--- src/rtl/dense_pkg.sv ---
// Shared types and fixed-point helpers for the quantized dense-layer sequencer.
// The layer runner and the requantizer both import this package.
package dense_pkg;

  typedef enum logic [2:0] {
    IDLE,
    MAC,
    DRAIN,
    REQ,
    WR,
    DONE
  } state_t;

  localparam int ACC_W  = 32;
  localparam int PROD_W = 64;
  localparam int Q31    = 31;

  // Right-shift applied after the Q31 multiply; legal quant_shift keeps this in 1..62.
  function automatic logic [5:0] total_shift(input logic [31:0] quant_shift);
    return 6'(32'(Q31) - quant_shift);
  endfunction

  // Half an output LSB, added before the shift so the result rounds to nearest.
  function automatic logic signed [PROD_W-1:0] round_bias(input logic [5:0] shift);
    return PROD_W'(1) << (shift - 6'd1);
  endfunction

endpackage

--- src/rtl/dense_requant.sv ---
// Combinational requantizer: optional ReLU, Q31 multiply, rounding shift and
// output zero-point add. Produces the low byte only; there is no saturation.
module dense_requant
  import dense_pkg::*;
(
  input  logic [ACC_W-1:0] acc,
  input  logic             relu_en,
  input  logic [31:0]      quant_mult,
  input  logic [31:0]      quant_shift,
  input  logic [7:0]       output_zp,
  output logic [7:0]       q
);

  logic [5:0]               shift;
  logic signed [PROD_W-1:0] r64;
  logic signed [PROD_W-1:0] m64;
  logic signed [PROD_W-1:0] zp64;
  logic signed [PROD_W-1:0] p64;

  always_comb begin
    shift = total_shift(quant_shift);
    r64   = {{(PROD_W-ACC_W){acc[ACC_W-1]}}, acc};
    if (relu_en && acc[ACC_W-1]) r64 = '0;
    m64   = {{32{quant_mult[31]}}, quant_mult};
    zp64  = {{56{output_zp[7]}}, output_zp};
    p64   = r64 * m64 + round_bias(shift);
    q     = 8'((p64 >>> shift) + zp64);
  end

endmodule

--- src/rtl/dense_layer_sequencer.sv ---
// Steps one quantized fully-connected layer: walks input/weight/bias memories,
// accumulates zero-point-shifted products, requantizes and writes one byte per neuron.
module dense_layer_sequencer
  import dense_pkg::*;
#(
  parameter int IN_MAX  = 1024,
  parameter int OUT_MAX = 256,
  parameter int IA_W    = $clog2(IN_MAX),
  parameter int OA_W    = $clog2(OUT_MAX),
  parameter int WA_W    = $clog2(IN_MAX * OUT_MAX)
) (
  input  logic            i_clk,
  input  logic            i_rst_n,
  input  logic            i_start,
  input  logic [IA_W:0]   i_in_len,
  input  logic [OA_W:0]   i_out_len,
  input  logic [7:0]      i_input_zp,
  input  logic [7:0]      i_filter_zp,
  input  logic [7:0]      i_output_zp,
  input  logic [31:0]     i_quant_mult,
  input  logic [31:0]     i_quant_shift,
  input  logic            i_relu_en,
  output logic [IA_W-1:0] o_in_addr,
  input  logic [7:0]      i_in_data,
  output logic [WA_W-1:0] o_w_addr,
  input  logic [7:0]      i_w_data,
  output logic [OA_W-1:0] o_b_addr,
  input  logic [31:0]     i_b_data,
  output logic [15:0]     o_mul_a,
  output logic [15:0]     o_mul_b,
  input  logic [31:0]     i_mul_p,
  output logic            o_out_we,
  output logic [OA_W-1:0] o_out_addr,
  output logic [7:0]      o_out_data,
  output logic            o_busy,
  output logic            o_done
);

  state_t state, state_nxt;

  logic [IA_W:0]      in_len_q;
  logic [OA_W:0]      out_len_q;
  logic [7:0]         input_zp_q, filter_zp_q, output_zp_q;
  logic [31:0]        quant_mult_q, quant_shift_q;
  logic               relu_en_q;
  logic [OA_W-1:0]    j;
  logic [ACC_W-1:0]   acc;
  logic [7:0]         q_reg, q_next;
  logic               last_i, last_j, rd_valid;

  assign last_i = ({1'b0, o_in_addr} == in_len_q - (IA_W+1)'(1));
  assign last_j = ({1'b0, j} == out_len_q - (OA_W+1)'(1));

  // Memory reads lag the address by one cycle, so the product stream runs from
  // the second MAC cycle through DRAIN; operands are zero everywhere else.
  assign rd_valid = (state == MAC && o_in_addr != '0) || state == DRAIN;

  always_ff @(posedge i_clk or negedge i_rst_n) begin
    if (!i_rst_n) state <= IDLE;
    else          state <= state_nxt;
  end

  // NOTE: every combinational output gets a default first, so no path can infer a latch.
  always_comb begin
    state_nxt = state;
    unique case (state)
      IDLE:    if (i_start) state_nxt = (i_out_len == '0) ? DONE : MAC;
      MAC:     if (last_i) state_nxt = DRAIN;
      DRAIN:   state_nxt = REQ;
      REQ:     state_nxt = WR;
      WR:      state_nxt = last_j ? DONE : MAC;
      DONE:    state_nxt = IDLE;
      default: state_nxt = IDLE;
    endcase
  end

  // NOTE: all state below uses non-blocking assignments so every register
  // samples pre-edge values, independent of statement order.
  always_ff @(posedge i_clk or negedge i_rst_n) begin
    if (!i_rst_n) begin
      in_len_q      <= '0;
      out_len_q     <= '0;
      input_zp_q    <= '0;
      filter_zp_q   <= '0;
      output_zp_q   <= '0;
      quant_mult_q  <= '0;
      quant_shift_q <= '0;
      relu_en_q     <= 1'b0;
      o_in_addr     <= '0;
      o_w_addr      <= '0;
      j             <= '0;
      acc           <= '0;
      q_reg         <= '0;
    end else begin
      unique case (state)
        IDLE: if (i_start) begin
          in_len_q      <= i_in_len;
          out_len_q     <= i_out_len;
          input_zp_q    <= i_input_zp;
          filter_zp_q   <= i_filter_zp;
          output_zp_q   <= i_output_zp;
          quant_mult_q  <= i_quant_mult;
          quant_shift_q <= i_quant_shift;
          relu_en_q     <= i_relu_en;
          o_in_addr     <= '0;
          o_w_addr      <= '0;
          j             <= '0;
        end
        MAC: begin
          acc <= (o_in_addr == '0) ? '0 : acc + i_mul_p;
          if (!last_i) begin
            o_in_addr <= o_in_addr + IA_W'(1);
            o_w_addr  <= o_w_addr + WA_W'(1);
          end
        end
        DRAIN: acc <= acc + i_mul_p + i_b_data;
        REQ:   q_reg <= q_next;
        // Rows are contiguous, so the next neuron's first weight follows the last one.
        WR: if (!last_j) begin
          j         <= j + OA_W'(1);
          o_in_addr <= '0;
          o_w_addr  <= o_w_addr + WA_W'(1);
        end
        default: ;
      endcase
    end
  end

  dense_requant u_requant (
    .acc         (acc),
    .relu_en     (relu_en_q),
    .quant_mult  (quant_mult_q),
    .quant_shift (quant_shift_q),
    .output_zp   (output_zp_q),
    .q           (q_next)
  );

  assign o_mul_a    = rd_valid ? ({{8{i_in_data[7]}}, i_in_data} - {{8{input_zp_q[7]}}, input_zp_q}) : '0;
  assign o_mul_b    = rd_valid ? ({{8{i_w_data[7]}}, i_w_data} - {{8{filter_zp_q[7]}}, filter_zp_q}) : '0;
  assign o_b_addr   = j;
  assign o_out_we   = (state == WR);
  assign o_out_addr = (state == WR) ? j : '0;
  assign o_out_data = (state == WR) ? q_reg : '0;
  assign o_busy     = (state == MAC) || (state == DRAIN) || (state == REQ) || (state == WR);
  assign o_done     = (state == DONE);

endmodule

--- config.mk ---
export PLATFORM = sky130hd
export DESIGN_NAME = dense_layer_sequencer
export DESIGN_NICKNAME = d
export VERILOG_FILES = /design/src/rtl/dense_pkg.sv /design/src/rtl/dense_requant.sv /design/src/rtl/dense_layer_sequencer.sv
export SDC_FILE = /design/constraint.sdc
export NUM_CORES = 2
export LEC_CHECK = 0
export CAP_MARGIN = 20
export CORE_MARGIN = 2
export CORE_UTILIZATION = 60
export CTS_CLUSTER_SIZE = 8
export DETAILED_ROUTE_END_ITERATION = 16
export PLACE_DENSITY = 0.76
export SLEW_MARGIN = 40
export SYNTH_ARGS = -nofsm -noshare
export SYNTH_HDL_FRONTEND = slang
export SYNTH_SLANG_ARGS = --single-unit
--- constraint.sdc ---
create_clock -name i_clk -period 16.31 [get_ports i_clk]
set_input_delay 4.0775 -clock i_clk [delete_from_list [all_inputs] [get_ports i_clk]]
set_output_delay 4.0775 -clock i_clk [all_outputs]
set_load 0.005 [all_outputs]
==> flow_summary_export.csv <==
group,metric,value,unit
synth,ys_top_cells_by_count,"1309 x inv_1, 1215 x fa_1, 763 x nand2_1",
placed_design,dpl.cell_count,7453,
drt,wl,168000,um
floorplanning,core_region_area,91900,um^2
synth,ys_async_sr_fraction,1.00,
setup_path,worst_path_most_repeated_cell,"fa_1",
worst_hold_path,whs_path_depth,2,
synth,ys_top_cells_by_area,"fa_1 44%, inv_1 8.8%, dfrtp_1 7.3%, ha_1 7.0%, and3_1 5.3%",
clock_tree,clk_latency,530,ps
setup_path,worstPathMaxFanout,39,
setup_path,slowest_delay,870,ps
final_layout,nets,7946,
floorplanning,num_rows,111,
global_route,grtUsageTotal,0.362,
placed_design,hpwl,134000,um
global_route,gr-usage-met2,0.577,
floorplanning,start_util,0.607,
synth,ys_ff_latch,162,
final_layout,area_growth,7.31,%
timing,maxSlewHeadroom,0.369,
synth,yosysMostFrequentCell,"inv_1",
timing,setup_viol,0,
synth,synth_nets,7950,
clock_tree,postCtsHoldBufs,0,
clock_tree,cts_setup_buffers,0,
drt,ant_nets,0,
synth,syn_area_per_cell,8.95,um^2
drt,post_drt_wl_per_cell,22.4,um
placed_design,place_congestion,0.992,
setup_path,r2r-end,"q_reg[7]",
drt,num_vias,45200,
placed_design,portBuffers,252,
global_route,antenna_found_initial,6,
clock_tree,cts_tree,"built",
synth,yosys.cell_types.count,106,
setup_path,r2r_start,"quant_shift_q[3]",
global_route,grtUsageMet1,0.459,
final_layout,drive_above_1_share,0.0521,
drt,drtIter0Drc,4351,
worst_hold_path,hp-class,"reg2reg",
flow_run,maxCapViolations,0,
global_route,grt_pass1_wl,264000,um
setup_path,endpoint,"q_reg[7]",
synth,postSynthCellCount,6233,
clock_tree,cts_resized,0,
setup_path,r2r_slack,2800,ps
setup_path,critPathCaptureType,"flop",
clock_tree,cts_sinks,162,
timing,worst_pin_slew,946,ps
clock_tree,numCtsBuffers,17,
global_route,grt-ovfl-total,0,
drt,drt-pass1-iter-count,6,
synth,yosys_warnings,0,
floorplanning,die_y,309,um
setup_path,worstPathArrival,13930,ps
timing,rsz0062_at_grt,"false",
setup_path,crit_type,"reg2reg",
placed_design,dp_slack,3030,ps
setup_path,required,16730,ps
drt,via_per_inst,6.04,
clock_tree,cts-root-buf,"clkbuf_16",
final_layout,fin_cells,7490,
setup_path,crit_cells,38,
global_route,grt_max_degree,85,
global_route,grt_busiest_layer,"met2",
synth,synth-edff-count,0,
setup_path,critical_path.startpoint,"quant_shift_q[3]",
floorplanning,io_pins,279,
timing,min_period,13510,ps
setup_path,reg2reg_depth,38,
timing,fmax,74.0,MHz
drt,drc,0,
synth,synth_seq_area_share,0.0727,
synth,synth_top_area_cell,"fa_1",
synth,syn-cell-area,55800,um^2
timing,final_max_slew_viol_count,0,
timing,hold_viol,0,
synth,synth_top_cell_area_share,0.436,
final_layout,largest_registers,"acc x32, quant_mult_q x32, o_w_addr x18",
timing,fin_worst_skew,31.8,ps
timing,tns,0,ps
clock_tree,cts_buffer_depth,2,
floorplanning,chipWidth,309,um
setup_path,cp_slowest_cell,"nor2_1",
setup_path,start_kind,"flop",
floorplanning,die-area,95400,um^2
timing,setup_ws,2800,ps
clock_tree,clk_pin_slew,90,ps
global_route,globalRouteMet3Util,0.0825,
setup_path,crit_family,"adder cells",
global_route,grt_pass1_vias,47300,
setup_path,crit_buf_inv,5,
status,status,"completed",
timing,finalCritPeriodShare,0.828,
synth,synth_ff_type,"dfrtp_1",
clock_tree,htreeDepth,4,
## per-stage QoR
stage	area [um^2]	hold WS [ps]	utilization
5_1_grt	59800	502	0.651
6_report	59800	489	0.651
3_3_place_gp	59100	458	0.643
3_5_place_dp	59200	473	0.644
4_1_cts	59800	490	0.651
2_1_floorplan	55800	442	-
## routing by layer
metal  up-vias  share of wire
li1      19400              -
met4         2          0.066
met3       591           0.10
met2      2481           0.47
met1     22800           0.36
met5         -       0.000083
## worst min path at each step
stage                         from  endpoint
after global placement    q_reg[5]  q_reg[5]
after CTS                 q_reg[6]  q_reg[6]
final                     q_reg[6]  q_reg[6]
after global routing      q_reg[6]  q_reg[6]
after detailed placement  q_reg[6]  q_reg[6]
after floorplan           q_reg[2]  q_reg[2]
## placed cells by master, fill, tap and decap left out, types with 32 or more instances in the layout
cell type        instances
xnor2_1                117
nand3_1                 59
a21oi_1                165
a21o_1                  73
inv_1                 1306
and2_1                  52
nor2_1                 243
nand2_1                762
nor3_1                  47
mux2_2                  81
clkdlybuf4s50_1        251
ha_1                   310
buf_4                   98
mux2i_1                 46
and3_1                 473
dfrtp_1                153
xor2_1                  61
fa_1                  1215
o21ai_0                174
o21a_1                  32
## worst reg2reg max path, delay by kind of cell, from the launching register on
family,cells,cell delay [ps]
buf+inv,5,1390
xor+xnor,2,660
fa+ha+maj,10,4840
simple gates,6,1920
flops,1,330
compound gates,10,3030
mux,5,1210
## kinds of logic (layout without fill, tap and decap cells)
| logic type | count (synthesis) | in the layout | synth area share |
|---|---|---|---|
| adders and majority gates | 1525 | 1525 | 0.506 |
| and+or+nand+nor | 1816 | 1816 | 0.158 |
| buffers and inverters | 1690 | 1699 | 0.115 |
| other | 0 | 5 | 0 |
| AOI/OAI and AO/OA | 710 | 710 | 0.0858 |
| DFF | 162 | 162 | 0.0727 |
| muxes | 151 | 151 | 0.0343 |
| xor gates and xnor gates | 179 | 179 | 0.0282 |
## area by class of cell
type	count	area, um^2
tap	1243	1560
fill	7628	32100
clock inverter	15	201
antenna	5	12.5
inverter	1313	4930
sequential	162	4070
clock buffer	17	425
timing repair buffer	354	3310
multi-input combinational	4381	45400
Power is not shown: default switching activity piles up to over one toggle a cycle in this logic, so the estimate is an artifact.
